File: src/rtl/nibble_serial_subtractor.sv
// Serial WIDTH-bit subtractor (a - b), one 4-bit CLA slice per clock; done pulses N edges after accept.
// start is honoured only while ready (IDLE); requests in RUN/DONE are dropped, never queued.
module nibble_serial_subtractor #(
  parameter int WIDTH = 16
) (
  input  logic             clk,
  input  logic             reset_n,
  input  logic             start,
  input  logic [WIDTH-1:0] a,
  input  logic [WIDTH-1:0] b,
  output logic             ready,
  output logic             done,
  output logic [WIDTH-1:0] diff,
  output logic             borrow_out,
  output logic             zero,
  output logic             ovf
);

  localparam int N  = WIDTH / 4;
  localparam int IW = (N > 1) ? $clog2(N) : 1;
  localparam logic [IW-1:0] LAST = IW'(N - 1);

  typedef enum logic [1:0] {IDLE, RUN, DONE} state_t;

  state_t           state, state_next;
  logic [WIDTH-1:0] a_r, nb_r, diff_r, diff_next;
  logic [IW-1:0]    idx;
  logic             carry, a_sign, b_sign;
  logic             accept, last;
  logic [3:0]       sa, sb, p, g, sum;
  logic             c1, c2, c3, cout;

  always_ff @(posedge clk or negedge reset_n) begin
    if (!reset_n) state <= IDLE;
    else          state <= state_next;
  end

  always_comb begin
    state_next = state;
    ready      = 1'b0;
    done       = 1'b0;
    accept     = 1'b0;
    last       = 1'b0;
    case (state)
      IDLE: begin
        ready  = 1'b1;
        accept = start;
        if (start) state_next = RUN;
      end
      RUN: begin
        last = (idx == LAST);
        if (idx == LAST) state_next = DONE;
      end
      DONE: begin
        done       = 1'b1;
        state_next = IDLE;
      end
      default: state_next = IDLE;
    endcase
  end

  // One CLA slice: internal carries from P/G, slice carry-out via group P/G.
  always_comb begin
    sa   = a_r[{idx, 2'b00} +: 4];
    sb   = nb_r[{idx, 2'b00} +: 4];
    p    = sa ^ sb;
    g    = sa & sb;
    c1   = g[0] | (p[0] & carry);
    c2   = g[1] | (p[1] & g[0]) | (p[1] & p[0] & carry);
    c3   = g[2] | (p[2] & g[1]) | (p[2] & p[1] & g[0]) | (p[2] & p[1] & p[0] & carry);
    cout = (g[3] | (g[2] & p[3]) | (g[1] & p[3] & p[2]) | (g[0] & p[3] & p[2] & p[1]))
         | ((&p) & carry);
    sum  = p ^ {c3, c2, c1, carry};
    diff_next = diff_r;
    diff_next[{idx, 2'b00} +: 4] = sum;
  end

  always_ff @(posedge clk or negedge reset_n) begin
    if (!reset_n) begin
      a_r        <= '0;
      nb_r       <= '0;
      diff_r     <= '0;
      idx        <= '0;
      carry      <= 1'b0;
      a_sign     <= 1'b0;
      b_sign     <= 1'b0;
      borrow_out <= 1'b0;
      zero       <= 1'b0;
      ovf        <= 1'b0;
    end else if (accept) begin
      a_r    <= a;
      nb_r   <= ~b;
      carry  <= 1'b1;
      idx    <= '0;
      a_sign <= a[WIDTH-1];
      b_sign <= b[WIDTH-1];
    end else if (state == RUN) begin
      diff_r <= diff_next;
      carry  <= cout;
      if (last) begin
        // Flags come from the fully assembled result on the final slice edge.
        borrow_out <= ~cout;
        zero       <= ~|diff_next;
        ovf        <= (a_sign ^ b_sign) & (diff_next[WIDTH-1] ^ a_sign);
      end else begin
        idx <= idx + IW'(1);
      end
    end
  end

  assign diff = diff_r;

endmodule
File: config.mk
export PLATFORM = sky130hd
export DESIGN_NAME = nibble_serial_subtractor
export DESIGN_NICKNAME = d
export VERILOG_FILES = /design/src/rtl/nibble_serial_subtractor.sv
export SDC_FILE = /design/constraint.sdc
export NUM_CORES = 1
export LEC_CHECK = 0
export BUFFER_PORTS_ARGS = -buffer_cell sky130_fd_sc_hd__buf_2
export CAP_MARGIN = 20
export CORE_ASPECT_RATIO = 1.2
export CORE_MARGIN = 3
export CORE_UTILIZATION = 25
export CTS_CLUSTER_DIAMETER = 50
export DETAILED_ROUTE_END_ITERATION = 10
export PLACE_DENSITY = 0.45
export SLEW_MARGIN = 30
export SYNTH_ARGS = -nofsm -noshare
export SYNTH_HDL_FRONTEND = slang
export SYNTH_SLANG_ARGS = --single-unit
File: constraint.sdc
create_clock -name clk -period 3.74 [get_ports clk]
set_input_delay 0 -clock clk [delete_from_list [all_inputs] [get_ports clk]]
set_output_delay 0 -clock clk [all_outputs]
set_load 0.005 [all_outputs]
Yosys cells after proc, flatten, opt, wreduce, memory -nomap -nowiden
Cells that the tools add are included.
{"block": "classes", "shift": 4, "eq_ne": 6, "n_addsub": 2, "n_bitwise": 35, "mux": 13, "n_reduce_logical": 9}
{"cell": "variable part select 16 x 5 -> 4 bit", "count": 2}
{"cell": "AND 1 bit", "count": 17}
{"cell": "bitwise mux 16 bit", "count": 1}
{"cell": "NOT 16 bit", "count": 1}
{"cell": "OR reduction 16 bit", "count": 1}
{"cell": "variable shift 4 x 6 -> 16 bit, first input constant", "count": 1}
{"cell": "variable part select 4 x 6 -> 16 bit", "count": 1}
{"cell": "2-to-1 mux 2 bit", "count": 5}
{"cell": "bitwise OR 1 bit", "count": 10}
{"cell": "XOR 4 bit", "count": 2}
{"cell": "2-to-1 mux 1 bit", "count": 6}
{"cell": "!= test 2 bit, second input constant", "count": 3}
{"cell": "negation 4 -> 6 bit", "count": 1}
{"cell": "AND reduction 2 bit", "count": 3}
{"cell": "AND 4 bit", "count": 1}
{"cell": "== test 2 bit, second input constant", "count": 2}
{"cell": "one-hot mux 2 bit (2 select lines)", "count": 1}
{"cell": "AND reduction 4 bit", "count": 1}
{"cell": "AND reduction 3 bit", "count": 1}
{"cell": "adder 2 x 1 -> 2 bit, second input constant", "count": 1}
{"cell": "== test 2 x 1 -> 1 bit, second input constant", "count": 1}
{"cell": "zero test 2 bit", "count": 1}
{"cell": "NOT 1 bit", "count": 2}
{"cell": "nonzero test 2 bit", "count": 1}
{"cell": "other kinds (2)", "count": 3}
{"block": "totals", "ff_bits": 58, "elab_cells": 80, "output_inout_bits": 21, "inputBits": 35}

Depth between registers and ports, before layout
Gate-level depths: netlist of the first run.
{"block": "depth", "word_depth": 11, "ltp_mapped": 9, "ltp_nobuf": 7}

Least setup slack after synthesis of the first run
Ideal clock, no wire load.
{"block": "synth_path", "path_kind": "reg2reg", "from": "register idx[0]", "to": "register ovf", "t_arrival_ns": 2.773, "stages_incl_launch_ff": 10, "slack_ns": 0.885, "required_ns": 3.658, "n_path_buf": 2, "setup_time_ns": 0.082, "period_less_slack_ns": 2.855, "path_cell_list": "dfrtp_1 buf_2 buf_2 mux4_2 ha_1 a41oi_1 o21ai_2 mux2i_1 or4b_1 a31oi_1"}
{"block": "synth_via", "elab_chain_cells": 11, "elab_cells_between_ends": 29, "classes_between": "1 x add/sub; 1 x eq/ne; 4 x shift; 2 x mux; 20 x bitwise; 1 x reduce/logical"}
{"element": "from (decl)", "line": "27", "source": "logic [IW-1:0] idx;"}
{"element": "from (signal assigned)", "line": "106", "source": "idx <= idx + IW'(1);"}
{"element": "variable part select 16 x 5 -> 4 bit, on equally long branches", "line": "64, 65"}
{"element": "XOR 4 bit or AND 4 bit (tied branches)", "line": "66, 67"}
{"element": "AND 1 bit", "line": "70", "source": "c3 = g[2] | (p[2] & g[1]) | (p[2] & p[1] & g[0]) | (p[2] & p[1] & p[0] & carry);"}
{"element": "bitwise OR 1 bit or AND 1 bit (tied branches) (2 in series)", "line": "70"}
{"element": "bitwise OR 1 bit", "line": "70"}
{"element": "XOR 4 bit", "line": "73", "source": "sum = p ^ {c3, c2, c1, carry};"}
{"element": "variable part select 4 x 6 -> 16 bit", "line": "75", "source": "diff_next[{idx, 2'b00} +: 4] = sum;"}
{"element": "bitwise mux 16 bit", "line": "75"}
{"element": "XOR 1 bit", "line": "104", "source": "ovf <= (a_sign ^ b_sign) & (diff_next[WIDTH-1] ^ a_sign);"}
{"element": "AND 1 bit", "line": "104"}
{"element": "to (signal assigned)", "line": "104"}
{"element": "to (decl)", "line": "16", "source": "output logic ovf"}
Several ways; a longest one is shown, not always the timed one.
A chain may end at the register's enable or synchronous reset.

Worst setup path in the final report of the first run
Same ends and word-level chain as after synthesis.

==> run metrics, run 1 <==
Syn Area/Cell=12.3 µm²; Worst-path clk slew=0.05 ns; Via density=4.70; Clock Tree Buf Depth=2; die area=0.0121 mm²; I/O Buffers=55; cell family with most CP delay=multiplexers; post-synth top area share=52.6%; Iteration-0 DRC Markers=53; DRC violations left=0; DIE WIDTH=101 µm; first-pass GRT wire length=10900 µm; total clock buffers created by CTS=9; critical-path cell list=mux4_2 -> ha_1 -> a41oi_1 -> o21ai_2 -> mux2i_1 -> or4b_1 -> a31oi_1; grt ovf=0; initial core utilization=25.7%; CTS tree=built; Setup TNS=0 ns; syn nets=267; worst setup margin=0.892 ns; #FFs+latches synth=57; CP Launch Type=flop; Inst Count DP=397; GRT Util Overall=11.7%; non-filler instance count after layout=446; count of cell types in the netlist=42; WP data arrival=3.09 ns; Vert. Die Dim=120 µm; Slew headroom=56.7%; Placement Setup Slack=0.851 ns; boundary pin count=56; Final ANT Viol Nets=0; # diodes=0; PostCTS Resize Cnt=0; clk sinks=57; Synth area leader=dfrtp_1; Rows=41; Setup-failing EPs final=0; Yosys Warn Count=0; Placer Congestion=0.778; period utilization=76.1%; outcome=completed; Max Clock Skew=0.00473 ns; Fillers=1069; register area share after synthesis=52.6%; final hold vios=0; Synth Instances=221; critical path type=flop to flop; RSZ-0062 raised after global routing=no; Max Cap Viol=0; DR WL/cell=14.6 µm; layout net count=358; PwrDens=1060 mW/mm²; Final min period=2.85 ns; fraction of layout cells with a size suffix above 1=28.1%; top_reg_cell synth=dfrtp_1; Pre-antenna DRT Iters=4; async set or reset register ratio after synthesis=100%; largest net degree at the start of global routing=52; Core ar.=0.0106 mm²; Hold Path Class=input pin to asynchronous set/reset pin; area grow syn2layout=40.4%; WP data required=3.98 ns; Worst Max-Slew Pin Slew=0.643 ns; CTS H-tree depth=3; CTS root buf=clkbuf_16; Worst setup EP type=flop; Max VDD drop=669 µV; synth top area cells=dfrtp_1, mux2_1, mux4_2; Pleak=1.73 nW; Fmax achieved=351 MHz; total routed wirelength=6510 µm; DP Wirelength=4720 µm; slowest stage delay, CP=0.68 ns; slowest cell on the critical path=dfrtp_1; buffers plus inverters on the worst setup path=0; vias in the first global route=2225; EDFF count, synth=0; synthesized area=0.00271 mm²; total number of vias=2098; fin. max-slew vios=0; initial antenna violation count=0; critical path fanouts, max=10; clock latency on the worst-skew pair=0.32 ns
-- sequential cells by signal, summed over array words and instances (netlist names) --
register and cells:
ovf 1, zero 1, carry 1, b_sign 1
state 2, diff 16, a_r 16, borrow_out 1
nb_r 16, idx 2
-- path summary, 6_finish.rpt --
kind                          from  cells after the start      end  slack (ns)
hold reg to reg             a_r[2]                      1   a_r[2]        0.49
min in group clk             start                      4  nb_r[3]        0.30
max in group asynchronous  reset_n                      3  nb_r[1]        2.69
hold / removal             reset_n                      2  diff[5]        0.20
setup / recovery            idx[0]                      7      ovf        0.89
setup reg to reg            idx[0]                      7      ovf        0.89
-- through the flow --
stage | total power [mW] | util (%) | instance area, µm² | hold WS, ns
after floorplan | 2.42 | - | 2710 | -0.296
after global placement | 3.04 | 29.5 | 3120 | 0.0253
after detailed placement | 3.07 | 29.5 | 3120 | 0.0341
after CTS | 4.10 | 36.1 | 3810 | 0.225
after global routing | 4.37 | 36.1 | 3810 | 0.262
final | 4.03 | 36.1 | 3810 | 0.203
-- kinds of logic after synthesis --
| group | share of synthesized area (%) |
|---|---|
| compound gates | 13.1 |
| buf+inv | 2.72 |
| flops | 52.6 |
| simple gates | 10.1 |
| fa+ha+maj | 5.35 |
| xor+xnor | 0.968 |
| mux | 15.3 |
-- synth_stat cells, types with 3 or more instances --
| library cell | number |
|---|---|
| a21oi_1 | 20 |
| a22o_1 | 15 |
| and2_1 | 3 |
| buf_2 | 5 |
| clkbuf_1 | 5 |
| dfrtp_1 | 57 |
| ha_1 | 10 |
| inv_1 | 4 |
| mux2_1 | 17 |
| mux4_2 | 8 |
| nand2_1 | 8 |
| nand2b_1 | 3 |
| nor2_1 | 23 |
| nor4_1 | 5 |
| o21ai_0 | 3 |
-- cell usage in the layout, fill, tap and decap left out, types with 9 or more instances in the layout --
master and instances:
a21oi_1 20, a22o_1 15, buf_2 55, clkbuf_16 9, dfrtp_1 57, dlygate4sd3_1 33
ha_1 10, mux2_1 17, nor2_1 23
-- cell type report --
type | instances | area [µm²] | area share, %
Clock inverter | 6 | 130 | 3.42
Multi-Input combinational cell | 148 | 1220 | 31.9
Tap cell | 129 | 161 | 4.24
Clock buffer | 10 | 229 | 6.01
Sequential cell | 57 | 1430 | 37.4
Inverter | 5 | 18.8 | 0.493
Timing Repair Buffer | 91 | 628 | 16.5
-- report_power, final --
group / total [mW] / internal (mW) / switching [mW]
clock: 0.984 / 0.715 / 0.270
sequential: 1.14 / 0.906 / 0.230
combinational: 1.91 / 0.877 / 1.04
total: 4.03 / 2.50 / 1.54
-- what timing repair did --
item                      CTS  global route
hold endpoints to repair   57             0
hold buffers               33             0
buffers inserted            0             0
-- per-layer routing --
metal	wire (µm)	vias up	global-route usage, %	part of all wire (%)
met5	0	-	0	0
met4	130	0	4.57	2.0
met3	388	13	3.78	6.0
met2	3190	64	19.1	49
met1	2800	1028	14.0	43
li1	-	993	-	-
Power figures use the tool's default switching activity.
==> run 2, diff against run 1 <==
==> constraint.sdc (replaced) <==
create_clock -name clk -period 2.7 [get_ports clk]
set_input_delay 0 -clock clk [delete_from_list [all_inputs] [get_ports clk]]
set_output_delay 0 -clock clk [all_outputs]
set_load 0.005 [all_outputs]
==> run 2 against run 1 <==
Compared with the run above:
- fmax up 8.6%
- critical path type unchanged
- largest power group unchanged
- core utilization hardly changed
- largest cell class unchanged
- power increased by 36%
==> run metrics, run 2 (same netlist as run 1, synthesis figures left out) <==
non-filler instance count after layout=451 (was 446); fraction of layout cells with a size suffix above 1=29.5% (was 28.1%); Final Util=36.1% (about the same); Clock Tree Buf Depth=2 (unchanged); total number of vias=2099 (was 2098); slowest cell on the critical path=mux4_2 (was dfrtp_1); Final min period=2.62 ns (was 2.85 ns); R2R setup slack=0.08 ns (was 0.89 ns); Setup-failing EPs final=0 (unchanged); post-route cell area=0.00381 mm² (about the same); Max VDD drop=586 µV (was 669 µV); DP Area=0.00318 mm² (was 0.00312 mm²); GRT Util Overall=12.0% (was 11.7%); vias in the first global route=2229 (was 2225); Placer Congestion=0.772 (was 0.778); r2r startpoint=idx[0] (unchanged); buffers plus inverters on the worst setup path=1 (was 0); Max Clock Skew=0.00448 ns (was 0.00473 ns); # diodes=0 (unchanged); Fillers=1076 (was 1069); total routed wirelength=6800 µm (was 6510 µm); hold_ws=0.207 ns (was 0.203 ns); Worst setup EP type=flop (unchanged); I/O Buffers=55 (unchanged); outcome=completed (unchanged); PwrDens=1440 mW/mm² (was 1060 mW/mm²); Vert. Die Dim=120 µm (unchanged); critical path fanouts, max=10 (unchanged); Pre-antenna DRT Iters=4 (unchanged); CTS root buf=clkbuf_16 (unchanged); clk sinks=57 (unchanged); clock latency on the worst-skew pair=0.32 ns (about the same); grt ovf=0 (unchanged); Hold Path Class=input pin to asynchronous set/reset pin (unchanged); initial antenna violation count=0 (unchanged); Final ANT Viol Nets=0 (unchanged); initial core utilization=25.7% (unchanged); Setup TNS=0 ns (unchanged); critical-path cell list=buf_12 -> mux4_2 -> ha_1 -> a41oi_1 -> o21ai_2 -> mux2i_1 -> or4b_1 -> a31oi_1 (was mux4_2 -> ha_1 -> a41oi_1 -> o21ai_2 -> mux2i_1 -> or4b_1 -> a31oi_1); Slew headroom=57.6% (was 56.7%); critical path type=flop to flop (unchanged); RSZ-0062 raised after global routing=yes (was no); first-pass GRT wire length=11200 µm (was 10900 µm); Core ar.=0.0106 mm² (unchanged); CP Launch Type=flop (unchanged); boundary pin count=56 (unchanged); Pleak=1.74 nW (was 1.73 nW); CP startpoint=idx[0] (unchanged); Critical R2R Capture=ovf (unchanged); total clock buffers created by CTS=9 (unchanged); Max Cap Viol=0 (unchanged); fin. max-slew vios=0 (unchanged); most common cell after layout, fill and taps aside=dfrtp_1 (unchanged); DRC violations left=0 (unchanged); Rows=41 (unchanged); CTS tree=built (unchanged); Worst Max-Slew Pin Slew=0.627 ns (was 0.643 ns); DIE WIDTH=101 µm (unchanged); Critical Path End=ovf (unchanged); DR WL/cell=15.1 µm (was 14.6 µm); CTS H-tree depth=3 (unchanged); die area=0.0121 mm² (unchanged); Iteration-0 DRC Markers=54 (was 53); DP Wirelength=4990 µm (was 4720 µm); cell depth of the worst setup path=8 (was 7); Fmax achieved=381 MHz (was 351 MHz); Inst Count DP=403 (was 397); commonest non-fill, non-tap cells in the layout=dfrtp_1, buf_2, dlygate4sd3_1 (unchanged); period utilization=97.1% (was 76.1%); largest net degree at the start of global routing=42 (was 52); Worst-path clk slew=0.05 ns (about the same); final hold vios=0 (unchanged); layout net count=366 (was 358); cell family with most CP delay=multiplexers (unchanged); Via density=4.65 (was 4.70); slowest stage delay, CP=0.54 ns (was 0.68 ns); area grow syn2layout=40.5% (was 40.4%); reg2reg path depth=8 (was 7); WP data required=2.94 ns (was 3.98 ns); WP data arrival=2.86 ns (was 3.09 ns)
run 2: metal layers:
layer	track usage, %	vias to the layer above	wire [µm]
met3	2.97	8	318
met1	14.1	1023	2890
met5	0	-	0
met4	4.66	0	94
met2	20.7	56	3500
li1	-	1012	-
run 2: stage by stage:
step                      setup slack [ns]  total power, mW
final                               0.0771             5.48
after global routing               -0.0387             5.95
after CTS                           0.0429             5.53
after detailed placement            0.0559             4.43
after global placement              0.0818             4.39
after floorplan                    0.00487             3.37
run 2: worst min-delay path by stage:
| stage | from | endpoint | slack (ns) | cells after the start |
|---|---|---|---|---|
| floorplan | reset_n | a_r[0] | -0.30 | 0 |
| global placement | b[13] | nb_r[13] | 0.17 | 2 |
| finish | reset_n | borrow_out | 0.21 | 2 |
| CTS | b[9] | nb_r[9] | 0.36 | 3 |
| detailed placement | b[9] | nb_r[9] | 0.17 | 2 |
| global route | reset_n | ovf | 0.29 | 2 |
run 2: area by class of cell:
cell class	instances	area (µm²)	share of cell area (%)
flip-flops and latches	57	1430	37.4
multi-input cells	148	1210	31.9
inverters	5	18.8	0.492
clock buffers	13	270	7.09
repair buffers	99	721	18.9
well taps	129	161	4.23
run 2: report_power, final:
| group | internal (mW) | switching [mW] |
|---|---|---|
| registers | 1.26 | 0.281 |
| logic | 1.39 | 1.52 |
| clock network | 0.679 | 0.353 |
run 2: what timing repair did:
action,in CTS,in global routing
hold endpoints to repair,73,0
setup endpoints to repair,0,2
resized for setup,0,1
hold buffers,33,0
buffers inserted,0,1
run 2: worst register-to-register path: stages, from the launching register on:
cell,delay [ns]
dfrtp_2,0.38
buf_12,0.15
mux4_2,0.54
ha_1,0.33
a41oi_1,0.25
o21ai_2,0.12
mux2i_1,0.14
or4b_1,0.47
a31oi_1,0.17
==> run 3, diff against run 2 <==
--- a/config.mk
+++ b/config.mk
@@ -13,6 +13,7 @@
 export CTS_CLUSTER_DIAMETER = 50
 export DETAILED_ROUTE_END_ITERATION = 10
 export PLACE_DENSITY = 0.45
+export RECOVER_POWER = 100
 export SLEW_MARGIN = 30
 export SYNTH_ARGS = -nofsm -noshare
 export SYNTH_HDL_FRONTEND = slang
==> run 3 against run 2 <==
Compared with the run above:
- the run now ends with max-capacitance violations, max-slew violations left
- sequential share of layout area increased by 0.19 points
- combinational power hardly changed
- hold slack improved by 0.16 ns
- global-route usage unchanged
- register-to-register slack about the same
- die area stayed put
- clock-buffer cell count unchanged
- core utilization fell by 0.18 points
- clock skew about the same
- worst setup slack about the same
- via count is the same
==> run metrics, run 3 (same netlist as run 1, synthesis figures left out) <==
I/O Buffers=55 (unchanged); initial core utilization=25.7% (unchanged); DIE WIDTH=101 µm (unchanged); Worst Max-Slew Pin Slew=1.59 ns (was 0.627 ns); Iteration-0 DRC Markers=63 (was 54); Fmax achieved=381 MHz (about the same); clock latency on the worst-skew pair=0.32 ns (about the same); grt ovf=0 (unchanged); Pleak=1.70 nW (was 1.74 nW); fin. max-slew vios=25 (was 0); final hold vios=0 (unchanged); Final min period=2.62 ns (about the same); Via density=4.65 (unchanged); initial antenna violation count=0 (unchanged); critical-path cell list=buf_12 -> mux4_2 -> ha_1 -> a41oi_1 -> o21ai_2 -> mux2i_1 -> or4b_1 -> a31oi_1 (unchanged); multi-input combinational cell area=0.00121 mm² (about the same); first-pass GRT wire length=11200 µm (unchanged); non-filler instance count after layout=451 (unchanged); RSZ-0062 raised after global routing=yes (unchanged); WP data required=2.94 ns (about the same); failing checks=max-capacitance violations, max-slew violations; Core ar.=0.0106 mm² (unchanged); Max VDD drop=586 µV (about the same); most common cell after layout, fill and taps aside=dfrtp_1 (unchanged); DRC violations left=0 (unchanged); Setup-failing EPs final=0 (unchanged); layout net count=366 (unchanged); Rows=41 (unchanged); boundary pin count=56 (unchanged); Max Clock Skew=0.00434 ns (was 0.00448 ns); # diodes=0 (unchanged); Placement Setup Slack=0.0559 ns (unchanged); total number of vias=2099 (unchanged); period utilization=97.2% (was 97.1%); total clock buffers created by CTS=9 (unchanged); Clock Tree Buf Depth=2 (unchanged); Inst Count DP=403 (unchanged); WP data arrival=2.86 ns (about the same); commonest non-fill, non-tap cells in the layout=dfrtp_1, buf_2, dlygate4sd3_1 (unchanged); Fillers=1085 (was 1076); CTS H-tree depth=3 (unchanged); slowest cell on the critical path=mux4_2 (unchanged); fraction of layout cells with a size suffix above 1=26.1% (was 29.5%); Reg area=0.00143 mm² (unchanged); Final ANT Viol Nets=0 (unchanged); CTS tree=built (unchanged); Hold Path Class=input pin to flop (was input pin to asynchronous set/reset pin); largest net degree at the start of global routing=42 (unchanged); critical path fanouts, max=10 (unchanged); slowest stage delay, CP=0.54 ns (about the same); CTS root buf=clkbuf_16 (unchanged); DP Wirelength=4990 µm (unchanged); Vert. Die Dim=120 µm (unchanged); Worst setup EP type=flop (unchanged); CP Launch Type=flop (unchanged); GRT Util Overall=12.0% (unchanged); PwrDens=1440 mW/mm² (about the same); Slew headroom=-6.03% (was 57.6%); vias in the first global route=2229 (unchanged); outcome=finished with violations (was completed); total routed wirelength=6820 µm (was 6800 µm); DR WL/cell=15.1 µm (about the same); die area=0.0121 mm² (unchanged); critical path type=flop to flop (unchanged); area grow syn2layout=39.8% (was 40.5%); clk sinks=57 (unchanged); worst setup margin=0.0767 ns (was 0.0771 ns); Max Cap Viol=1 (was 0); Pre-antenna DRT Iters=4 (unchanged); Worst-path clk slew=0.05 ns (about the same); Placer Congestion=0.772 (unchanged)
-- run 3: layout make-up --
class,count,area share (%)
Timing Repair Buffer,99,18.5
Inverter,5,0.495
Tap cell,129,4.25
Multi-Input combinational cell,148,32.0
Clock buffer,13,7.12
Sequential cell,57,37.6
-- run 3: critical path, delay by kind of cell (launching register included) --
family	cells	cell delay, ns
mux	2	0.68
compound gates	3	0.54
simple gates	1	0.47
flops	1	0.38
fa+ha+maj	1	0.33
buf+inv	1	0.15
-- run 3: report_power, final --
part / switching (mW) / internal [mW]
Sequential: 0.283 / 1.26
Clock: 0.352 / 0.679
Combinational: 1.52 / 1.37
-- run 3: what timing repair did --
action,CTS,global route
endpoints found under the setup margin,0,2
resized for setup,0,1
hold buffers,33,0
hold endpoints to repair,73,0
buffers inserted,0,1
-- run 3: final timing paths --
check                        start         end  slack [ns]  cells past startpoint
max in group asynchronous  reset_n     diff[9]        0.97                      3
max reg2reg                 idx[0]         ovf        0.08                      8
min reg2reg                a_r[14]     a_r[14]        0.48                      1
min in group asynchronous  reset_n  borrow_out        0.40                      2
min                           b[9]     nb_r[9]        0.37                      3
max                         idx[0]         ovf        0.08                      8
-- run 3: per-stage QoR --
stage | total power, mW | util [%] | TNS (ns) | cell area, µm² | hold WS [ns]
floorplan | 3.37 | - | 0 | 2720 | -0.296
global placement | 4.39 | 30.1 | 0 | 3180 | 0.171
detailed placement | 4.43 | 30.1 | 0 | 3180 | 0.170
CTS | 5.53 | 35.7 | 0 | 3780 | 0.358
global route | 5.94 | 35.9 | -0.0783 | 3790 | 0.381
finish | 5.47 | 35.9 | 0 | 3790 | 0.370
-- run 3: per-layer routing --
layer  vias up  GRT usage [%]  part of all wire (%)
met5         -              0                     0
met4         0           4.66                   1.4
met3         8           2.97                   4.7
met2        55           20.7                    52
met1      1025           14.1                    42
li1       1011              -                     -
